$ cat src/rtl/cache_act_ctrl.sv
// Activation cache sequencer: admits GLB rows into a circular RAM buffer, issues
// K-row sliding-window read passes to the PE array and tracks buffer occupancy.
module cache_act_ctrl #(
  parameter int ADDR_WIDTH = 6,
  parameter int ROWS_WIDTH = 16
) (
  input  logic                  clk,
  input  logic                  rst_n,
  input  logic                  clk_en,
  input  logic                  cfg_start,
  input  logic [ROWS_WIDTH-1:0] cfg_rows,
  input  logic [1:0]            cfg_k,
  input  logic                  fill_valid,
  output logic                  fill_ready,
  input  logic                  drain_ready,
  output logic                  ram_write_req,
  output logic [ADDR_WIDTH-1:0] ram_wr_addr,
  output logic                  ram_read_req,
  output logic [ADDR_WIDTH-1:0] ram_rd_addr,
  output logic                  rd_valid,
  output logic                  rd_last,
  output logic [ADDR_WIDTH:0]   occupancy,
  output logic                  full,
  output logic                  empty,
  output logic                  done,
  output logic                  cfg_err,
  output logic [1:0]            dbg_state
);

  // Handshakes: a row moves on the fill side when fill_valid & fill_ready, and
  // on the drain side when ram_read_req (drain_ready already folded in); both
  // sides are suppressed entirely while clk_en is low.

  typedef enum logic [1:0] {
    S_IDLE = 2'd0,
    S_WAIT = 2'd1,
    S_PASS = 2'd2,
    S_DONE = 2'd3
  } state_t;

  localparam logic [ADDR_WIDTH:0] DEPTH_OCC = {1'b1, {ADDR_WIDTH{1'b0}}};

  state_t                  state_q, state_d;
  logic [ROWS_WIDTH-1:0]   rows_q, rows_d;
  logic [1:0]              k_q, k_d;
  logic [ROWS_WIDTH-1:0]   wr_cnt_q, wr_cnt_d;
  logic [ROWS_WIDTH-1:0]   pass_cnt_q, pass_cnt_d;
  logic [ADDR_WIDTH-1:0]   base_q, base_d;
  logic [1:0]              offset_q, offset_d;
  logic [ADDR_WIDTH:0]     occ_q, occ_d;
  logic                    full_q, full_d;
  logic                    empty_q, empty_d;
  logic                    rd_valid_q, rd_valid_d;
  logic                    rd_last_q, rd_last_d;
  logic                    done_q, done_d;
  logic                    cfg_err_q, cfg_err_d;

  logic                    active;
  logic                    wr_fire;
  logic                    read_fire;
  logic                    pass_end;
  logic                    final_pass;
  logic                    cfg_illegal;
  logic [ADDR_WIDTH:0]     free_cnt;

  always_comb begin
    active      = (state_q == S_WAIT) || (state_q == S_PASS);
    fill_ready  = clk_en && active && !full_q && (wr_cnt_q < rows_q);
    wr_fire     = fill_valid && fill_ready;
    read_fire   = clk_en && drain_ready && (state_q == S_PASS);
    pass_end    = read_fire && (offset_q == (k_q - 2'd1));
    // Passes are numbered from 0, so pass rows-K is the last one.
    final_pass  = !(pass_cnt_q < (rows_q - ROWS_WIDTH'(k_q)));
    cfg_illegal = (cfg_k == 2'd0) || (cfg_rows == '0) ||
                  (cfg_rows < ROWS_WIDTH'(cfg_k)) ||
                  ((ADDR_WIDTH+1)'(cfg_k) > DEPTH_OCC);
    free_cnt    = '0;
    if (pass_end) begin
      free_cnt = final_pass ? (ADDR_WIDTH+1)'(k_q) : (ADDR_WIDTH+1)'(1);
    end
  end

  always_comb begin
    state_d    = state_q;
    rows_d     = rows_q;
    k_d        = k_q;
    wr_cnt_d   = wr_cnt_q;
    pass_cnt_d = pass_cnt_q;
    base_d     = base_q;
    offset_d   = offset_q;
    cfg_err_d  = cfg_err_q;

    case (state_q)
      S_IDLE: begin
        if (cfg_start) begin
          rows_d     = cfg_rows;
          k_d        = cfg_k;
          wr_cnt_d   = '0;
          pass_cnt_d = '0;
          base_d     = '0;
          offset_d   = '0;
          cfg_err_d  = cfg_illegal;
          state_d    = cfg_illegal ? S_DONE : S_WAIT;
        end
      end
      S_WAIT: begin
        if (occ_q >= (ADDR_WIDTH+1)'(k_q)) begin
          state_d  = S_PASS;
          offset_d = '0;
        end
      end
      S_PASS: begin
        if (pass_end) begin
          offset_d   = '0;
          pass_cnt_d = pass_cnt_q + 1'b1;
          if (final_pass) begin
            base_d  = base_q + ADDR_WIDTH'(k_q);
            state_d = S_DONE;
          end else begin
            base_d  = base_q + 1'b1;
            state_d = S_WAIT;
          end
        end else if (read_fire) begin
          offset_d = offset_q + 2'd1;
        end
      end
      S_DONE: state_d = S_IDLE;
      default: state_d = S_IDLE;
    endcase

    if (wr_fire) begin
      wr_cnt_d = wr_cnt_q + 1'b1;
    end

    occ_d      = occ_q + (ADDR_WIDTH+1)'(wr_fire) - free_cnt;
    full_d     = (occ_d == DEPTH_OCC);
    empty_d    = (occ_d == '0);
    rd_valid_d = read_fire;
    rd_last_d  = pass_end;
    done_d     = (state_d == S_DONE);
  end

  always_ff @(posedge clk or negedge rst_n) begin
    if (!rst_n) begin
      state_q    <= S_IDLE;
      rows_q     <= '0;
      k_q        <= '0;
      wr_cnt_q   <= '0;
      pass_cnt_q <= '0;
      base_q     <= '0;
      offset_q   <= '0;
      occ_q      <= '0;
      full_q     <= 1'b0;
      empty_q    <= 1'b1;
      rd_valid_q <= 1'b0;
      rd_last_q  <= 1'b0;
      done_q     <= 1'b0;
      cfg_err_q  <= 1'b0;
    end else if (clk_en) begin
      state_q    <= state_d;
      rows_q     <= rows_d;
      k_q        <= k_d;
      wr_cnt_q   <= wr_cnt_d;
      pass_cnt_q <= pass_cnt_d;
      base_q     <= base_d;
      offset_q   <= offset_d;
      occ_q      <= occ_d;
      full_q     <= full_d;
      empty_q    <= empty_d;
      rd_valid_q <= rd_valid_d;
      rd_last_q  <= rd_last_d;
      done_q     <= done_d;
      cfg_err_q  <= cfg_err_d;
    end
  end

  assign ram_write_req = wr_fire;
  assign ram_wr_addr   = wr_cnt_q[ADDR_WIDTH-1:0];
  assign ram_read_req  = read_fire;
  assign ram_rd_addr   = base_q + ADDR_WIDTH'(offset_q);
  assign rd_valid      = rd_valid_q;
  assign rd_last       = rd_last_q;
  assign occupancy     = occ_q;
  assign full          = full_q;
  assign empty         = empty_q;
  assign done          = done_q;
  assign cfg_err       = cfg_err_q;
  assign dbg_state     = state_q;

endmodule

$ cat config.mk
export PLATFORM = sky130hd
export DESIGN_NAME = cache_act_ctrl
export DESIGN_NICKNAME = d
export VERILOG_FILES = /design/src/rtl/cache_act_ctrl.sv
export SDC_FILE = /design/constraint.sdc
export NUM_CORES = 1
export LEC_CHECK = 0
export ABC_AREA = 1
export CAP_MARGIN = 20
export CORE_MARGIN = 2
export CORE_UTILIZATION = 55
export CTS_BUF_LIST = sky130_fd_sc_hd__clkbuf_8
export CTS_CLUSTER_SIZE = 40
export DETAILED_ROUTE_END_ITERATION = 10
export GPL_ROUTABILITY_DRIVEN = 1
export MAX_ROUTING_LAYER = met4
export PLACE_DENSITY = 0.77
export SLEW_MARGIN = 5
export SYNTH_ARGS = -nofsm -noshare
export SYNTH_HDL_FRONTEND = slang
export SYNTH_SLANG_ARGS = --single-unit
$ cat constraint.sdc
create_clock -name clk -period 5.3 [get_ports clk]
set_clock_uncertainty 0.15 [all_clocks]
set_input_delay 1.325 -clock clk [delete_from_list [all_inputs] [get_ports clk]]
set_output_delay 1.325 -clock clk [all_outputs]
set_load 0.03 [all_outputs]
==> impl_summary.md, run 1 <==
Clocking
The clock insertion delay at the later pin of the skew report is about 0.35 ns. The number of CTS-inserted buffers is 9. Counting every sink on the clock net gives 73.

TritonCTS built the clock tree. Counting along the longest clock path gives a buffer depth of 2. The H-tree depth is 3. Clock-pin slew was measured on the worst setup and hold paths at 0.09 ns.

For this design, the CTS-stage hold fixing added 0 buffers. The tree is rooted in a sky130_fd_sc_hd__clkbuf_8.

Layout
The final instance area is approximately 0.0064 sq mm. Registers take 0.00183 sq mm. Counting the fill cells in the layout gives 872. The number of antenna diodes in the final layout is 0. The number of nets at the end of the flow is approximately 870.

The total area of multi-input combinational cells is approximately 0.0032 sq mm. Of the cells placed in the final design, the portion with a size suffix greater than 1 is 0.0583. The layout-stage area growth over the synthesis result is 15.4%.

The end-of-flow core utilization is 0.654.

Placed design
The placer's final routability congestion estimate is approximately 0.97. The number of port buffers is between 50 and 60. The standard cell area after detailed placement is around 0.0061 sq mm. The final HPWL from detailed placement is between 10 and 15 mm.

Route
The pre-antenna-repair detailed-routing pass consisted of 5 iterations. The number of vias in the routed layout is around 5,000. After detailed routing, the average wire length per cell comes to between 10 and 15 um. The number of violations reported at the end of detailed-routing iteration 0 is 246. The routed design has roughly 13 mm of wire. The number of nets with antenna violations after detailed routing is 0. The number of remaining DRC errors is 0. The mean number of vias per cell is approximately 5.4.

Worst hold path
The source of the worst hold timing path is empty. The worst hold path passes through 2 cells. The endpoint of the worst hold path is empty. The class of the tightest hold or removal check is reg2reg.

Die
The core outline area is around 0.01 sq mm. After floorplanning, the core was divided into 36 placement rows. From bottom edge to top edge, the die measures about 100 um. For this configuration, the core starts out at a cell density of 0.566. In this run the count of I/O pins placed on the die edge is 54. The die footprint is approximately 0.011 sq mm.

The floorplan step set the die width to 104 um.

Pwr
The ratio of total power to cell area is around 500 mW/mm^2. The internal portion of total power is between 0.0015 and 0.002 W. The relative contribution of the clock network to total power is 0.135.

The proportion of power drawn by combinational gates is 0.570. The analysis attributes to net switching a power of ~0.0015 W. The switching share of power is 0.486. The leakage power total is roughly 3.2 nW.

Of the total power, registers draw 0.295. The worst voltage drop across the vdd grid is 344 uV.

Worst setup path
The critical path is of the reg2reg type. For this run, the slowest stage of the critical path takes between 0.3 and 0.4 ns. STA puts the critical path data arrival time at around 5.0 ns. The maximum net fanout on the critical path is 3.

Setup slack on the worst reg-to-reg path comes out at about 0.37 ns. The required time of the worst setup path is between 5 and 6 ns. The startpoint identified for the worst register-to-register timing path is rows_q[0]. For this design, the slowest cell found on the critical path is sky130_fd_sc_hd__fa_1. In this run the worst setup path begins at rows_q[0]. STA classifies the critical path endpoint as a register.

The worst setup path is launched from a register. The cell depth of the worst flop-to-flop path is 32. The endpoint identified for the worst register-to-register timing path is occupancy[6].

STA
The final number of setup-violating endpoints is 0. The max-slew violation count is 0. The relative slew slack is 0.496.

The maximum achievable frequency is ~200 MHz. The routed design could run at a clock period as short as approximately 4.9 ns. The actual slew at the worst max-slew pin is about 0.75 ns. The number of hold-slack violations in the final timing report is 0. Of the available clock period, the critical path in the final layout requires 0.929.

Synthesis
Yosys printed 0 warnings. The share of synthesized area in the top cell type comes to 0.325. Of all flip-flops after synthesis, the portion carrying an async set or reset was 1.00. The number of enable-type register cells in the synthesized netlist is 0. By count the netlist is led by sky130_fd_sc_hd__nand2_1 (182), sky130_fd_sc_hd__inv_1 (101), sky130_fd_sc_hd__dfrtp_1 (72), sky130_fd_sc_hd__ha_1 (60), sky130_fd_sc_hd__nand3_1 (59).

The average instance in the mapped netlist occupies about 7.6 sq um. In this run, synthesis produced a sequential element count of 73. The count of cell types in the netlist is 43.

The post-synthesis cell area is 0.00554 sq mm. The instance count of the mapped netlist is between 700 and 800. For this run, the leading register cell type out of synthesis is sky130_fd_sc_hd__dfrtp_1.

The net count of the mapped netlist is 821. The cell accounting for the most synthesized area is sky130_fd_sc_hd__dfrtp_1. The most common cell in the synthesized netlist is sky130_fd_sc_hd__nand2_1. The portion of the post-synthesis area used by sequential elements is 0.330. By area the synthesized netlist is led by sky130_fd_sc_hd__dfrtp_1 (33%), sky130_fd_sc_hd__ha_1 (14%), sky130_fd_sc_hd__nand2_1 (12%), sky130_fd_sc_hd__inv_1 (6.8%), sky130_fd_sc_hd__xor2_1 (6.3%).

Global routing
In the global route stage, overall resource usage came out at 0.255. The first global-routing pass estimated around 22 mm of wire. The number of antenna violations at the first check in global routing is 0.

The pin count of the biggest net entering global routing is 45. The number of global-route vias before repair is between 4,000 and 5,000. Global routing finished with a remaining overflow of 0.

Status
The flow ran to the end, and the final reports show no timing, DRC or antenna violations.

Flow run
The tool flagged a number of max-cap violations equal to 0.
## cells by family after synthesis
logic type,Yosys count,share of synthesized area
compound gates,92,0.0911
xor+xnor,43,0.0680
fa+ha+maj,64,0.150
buf+inv,126,0.0947
flops,73,0.330
simple gates,335,0.266
## metal layers
metal  global-route usage  share of wire  vias up
li1                     -              -     2464
met1                0.328           0.46     2356
met2                0.434           0.50      113
met3               0.0294          0.032       22
met4               0.0569          0.014        0
met5                    -              0        -
## layout by cell type, fill, tap and decap left out, drive strengths merged
| cell | instances |
|---|---|
| xor2 | 40 |
| xnor2 | 3 |
| nand3 | 62 |
| clkdlybuf4s50 | 51 |
| dfstp | 1 |
| bufinv | 1 |
| a211oi | 1 |
| or2 | 1 |
| a21boi | 2 |
| ha | 60 |
| nor3 | 18 |
| o21a | 1 |
| nor4 | 2 |
| buf | 9 |
| o31ai | 7 |
| clkbuf | 10 |
| nor2 | 51 |
| a31o | 1 |
| dfrtp | 72 |
| nand3b | 3 |
| clkinv | 2 |
| a21oi | 33 |
| nand4 | 15 |
| o21bai | 1 |
| inv | 109 |
| nand2 | 183 |
| o21ai | 44 |
| o22ai | 1 |
| a31oi | 1 |
| fa | 4 |
## worst max path at each step
stage                     cells past startpoint            to
after floorplan                              32  occupancy[6]
after global placement                       30  occupancy[6]
after detailed placement                     32  occupancy[6]
after CTS                                    32  occupancy[6]
after global routing                         32  occupancy[6]
final                                        32  occupancy[6]
## registers in the layout, indices dropped and copies added, names as in the netlist
register    cells
rd_valid        1
wr_cnt_q       16
k_q             2
rows_q         16
rd_last         1
empty           1
occupancy       7
full            1
cfg_err         1
offset_q        2
base_q          6
done            1
pass_cnt_q     16
dbg_state       2
## layout make-up
class                           instances  share of cell area
Multi-Input combinational cell        534               0.504
Sequential cell                        73               0.286
Timing Repair Buffer                   60              0.0920
Inverter                              106              0.0625
Tap cell                              133              0.0260
Clock buffer                           10              0.0215
Clock inverter                          6             0.00764
## critical path, delay by kind of cell (launching register included)
| family | cells | cell delay, ns |
|---|---|---|
| AOI/OAI and AO/OA | 4 | 0.51 |
| xor gates and xnor gates | 1 | 0.16 |
| adders and majority gates | 6 | 1.53 |
| buffers and inverters | 7 | 0.44 |
| DFF | 1 | 0.36 |
| and+or+nand+nor | 14 | 1.64 |
## per-stage QoR
stage | setup slack [ns] | std cells | hold slack [ns] | power (W) | TNS (ns)
floorplan | 0.726 | 733 | 0.337 | 0.00220 | 0
global placement | 0.465 | 903 | 0.313 | 0.00267 | 0
detailed placement | 0.231 | 903 | 0.325 | 0.00273 | 0
CTS | 0.230 | 919 | 0.336 | 0.00317 | 0
global route | -0.0491 | 922 | 0.355 | 0.00349 | -0.0653
finish | 0.374 | 922 | 0.330 | 0.00319 | 0
## power by group through the flow
stage | clock network, W | logic [W] | registers [W]
floorplan | 0 | 0.00123 | 0.000967
global placement | 0 | 0.00173 | 0.000936
detailed placement | 0 | 0.00178 | 0.000942
CTS | 0.000438 | 0.00179 | 0.000933
global route | 0.000464 | 0.00206 | 0.000968
finish | 0.000429 | 0.00182 | 0.000939
## repair_timing
item                       CTS  global route
setup endpoints to repair    0             3
setup buffers                0             2
gates resized for setup      0             8
Power figures use the tool's default switching activity.
==> inputs of run 2 (changes only) <==
--- a/config.mk
+++ b/config.mk
@@ -7,14 +7,13 @@
 export LEC_CHECK = 0
 export ABC_AREA = 1
 export CAP_MARGIN = 20
-export CORE_MARGIN = 2
-export CORE_UTILIZATION = 55
+export CORE_UTILIZATION = 60
 export CTS_BUF_LIST = sky130_fd_sc_hd__clkbuf_8
 export CTS_CLUSTER_SIZE = 40
 export DETAILED_ROUTE_END_ITERATION = 10
 export GPL_ROUTABILITY_DRIVEN = 1
 export MAX_ROUTING_LAYER = met4
-export PLACE_DENSITY = 0.77
+export PLACE_DENSITY = 0.83
 export SLEW_MARGIN = 5
 export SYNTH_ARGS = -nofsm -noshare
 export SYNTH_HDL_FRONTEND = slang
==> impl_summary.md, run 2 (synthesis gave the netlist of run 1 again) <==
Layout
The final instance area is 0.00638 sq mm. The layout-stage area growth over the synthesis result is 15.2%. The number of nets at the end of the flow is 871.

The most common cell after layout, fill and taps aside is sky130_fd_sc_hd__nand2_1. The number of diodes is 0. The number of fillers in the final layout is about 700.

Of the cells placed in the final design, the portion with a size suffix greater than 1 is 0.0660. Once layout is complete, the utilization of the core stands at 0.721. The top cell types in the final layout, fill and taps aside, are sky130_fd_sc_hd__nand2_1 (180), sky130_fd_sc_hd__inv_1 (104), sky130_fd_sc_hd__dfrtp_1 (72), sky130_fd_sc_hd__ha_1 (60), sky130_fd_sc_hd__nand3_1 (57). The largest registers in the layout are pass_cnt_q: 16 flops, rows_q: 16 flops, wr_cnt_q: 16 flops.

STA
The maximum achievable frequency is 203 MHz. The actual slew at the worst max-slew pin is approximately 0.76 ns. The final critical-path required period is slightly below 5 ns. After layout, the worst setup slack is 0.376 ns. The final number of setup-violating endpoints is 0.

Setup repair after global routing left no endpoint under its margin. The relative slew slack is 0.492. The period utilization is 0.929.

The max-slew violation count came to 0. The number of hold-slack violations in the final timing report is 0. Setup total negative slack on the finished layout was measured at 0 ns.

Global routing
The overall routing resource usage is 0.297. The number of antenna violations at the first check in global routing is 0. The total overflow left after global routing is 0.

The number of global-route vias before repair is ~4,700. The pin count of the biggest net entering global routing is 55. The first global-routing pass estimated about 22 mm of wire.

Die
The row count is 34. The core outline area is ~0.009 sq mm. The die is approximately 98 um wide. The initial utilization of the core area, before any placement, comes to 0.626. From bottom edge to top edge, the die measures between 90 and 100 um.

The number of top-level design ports is 54. The die covers around 0.0096 sq mm.

Placed design
The standard cell area after detailed placement is ~0.0061 sq mm. The post-placement setup slack is 0.207 ns. The number of port buffers is 53. The placer's final routability congestion estimate is ~0.96. Detailed placement finished with a half-perimeter wire length of ~10 mm.

Worst setup path
Among all stages on the critical path, the largest delay is contributed by sky130_fd_sc_hd__fa_2. The critical path start-end classification is reg2reg. For the worst setup path, the data arrival time is between 5 and 6 ns. The largest single stage delay on the critical path is 0.38 ns.

The required time of the worst setup path is approximately 5.4 ns. The cell seen most often among critical-path stages is sky130_fd_sc_hd__inv_1. Measured in cells, the most critical reg-to-reg path has a length of 31. STA classifies the critical path endpoint as a register.

Across all register-to-register paths, the minimum setup slack is between 0.3 and 0.4 ns. Of all nets on the critical path, the largest fanout is 3. The launching element type of the critical path is a register.

Worst hold path
The min-delay analysis places its worst path in the category reg2reg. The number of cells on the worst hold path is 2.

Clocking
The total clock sinks is 73. In this run, post-CTS hold repair placed 0 buffers. The longest clock path from root to sink contains 2 buffers. The H-tree depth is 3.

TritonCTS built the clock tree. The number of CTS-inserted buffers is 9. The clock insertion delay at the later pin of the skew report is about 0.35 ns.

The post-CTS clock slew at the launch and capture registers of the worst setup and hold paths is approximately 0.08 ns. The cell sitting at the root of the clock tree is a sky130_fd_sc_hd__clkbuf_8.

Pwr
Of the total power, the share spent switching nets is 0.491. IR analysis of the VDD net gives a maximum drop of approximately 370 uV. The leakage power total is ~3.2 nW. The sequential power share is 0.291.

The internal portion of total power is 0.00165 W. The power dissipated by switching net loads is ~0.0016 W. Of the total power, combinational logic draws 0.574. The relative contribution of the clock network to total power is 0.136. The ratio of total power to cell area is 507 mW/mm^2.

Route
Wires add up to 13.3 mm. The detail route stage leaves a number of antenna-violating nets equal to 0. The detail-routed net length per standard cell is ~15 um.

The routed layout has 5,005 vias. For this run, design rule violations remaining after detail routing come to 0. The mean number of vias per cell is around 5.6. For this run, the detailed router's first-pass iteration total came to 5. In this run, the number of DRC markers left after iteration 0 of detailed routing was between 200 and 300.

Flow run
The tool flagged a number of max-cap violations equal to 0.

Status
The flow ran to the end, and the final reports show no timing, DRC or antenna violations.
==> run 2: per-stage QoR <==
stage,hold slack [ns],instances,power [W]
detailed placement,0.309,878,0.00273
global placement,0.315,878,0.00265
CTS,0.325,894,0.00317
finish,0.322,896,0.00323
floorplan,0.337,733,0.00220
global route,0.353,896,0.00352
==> run 2: power groups by stage <==
stage	combinational, W	sequential (W)	clock (W)
6_report	0.00186	0.000940	0.000439
5_1_grt	0.00209	0.000964	0.000464
4_1_cts	0.00180	0.000929	0.000443
3_5_place_dp	0.00179	0.000938	0
3_3_place_gp	0.00171	0.000932	0
2_1_floorplan	0.00123	0.000967	0
==> run 2: worst max-delay path: cells and delay by family (launching register included) <==
kind | cells | cell delay, ns
adders and majority gates | 6 | 1.52
DFF | 1 | 0.37
AOI/OAI and AO/OA | 2 | 0.33
and+or+nand+nor | 16 | 1.89
buffers and inverters | 6 | 0.41
xor gates and xnor gates | 1 | 0.19
==> run 2: final cells by class <==
cell class,instances,area (sq um),share of cell area
multi-input cells,534,3260,0.511
inverters,106,399,0.0626
clock buffers,10,138,0.0216
flip-flops and latches,73,1830,0.287
clock inverters,6,51.3,0.00804
repair buffers,59,568,0.0890
well taps,108,135,0.0212
==> run 2: final timing paths <==
check,from,end
worst max-delay path,rows_q[0],full
worst min-delay path,empty,empty
worst max register to register,rows_q[0],full
worst min register to register,empty,empty
max in group asynchronous,rst_n,rows_q[14]
min in group asynchronous,rst_n,base_q[5]
==> run 2: repair_timing <==
item | 4_1_cts | 5_1_grt
buffers inserted | 0 | 2
resized for setup | 0 | 16
endpoints found under the setup margin | 0 | 5
==> run 2: routing by layer <==
layer / share of wire / global-route usage / vias to the layer above / wire length, um
met5: 0 / - / - / 0
met4: 0.019 / 0.0828 / 0 / 255
met3: 0.047 / 0.0358 / 27 / 622
met2: 0.50 / 0.494 / 139 / 6600
met1: 0.44 / 0.383 / 2375 / 5800
li1: - / - / 2464 / -
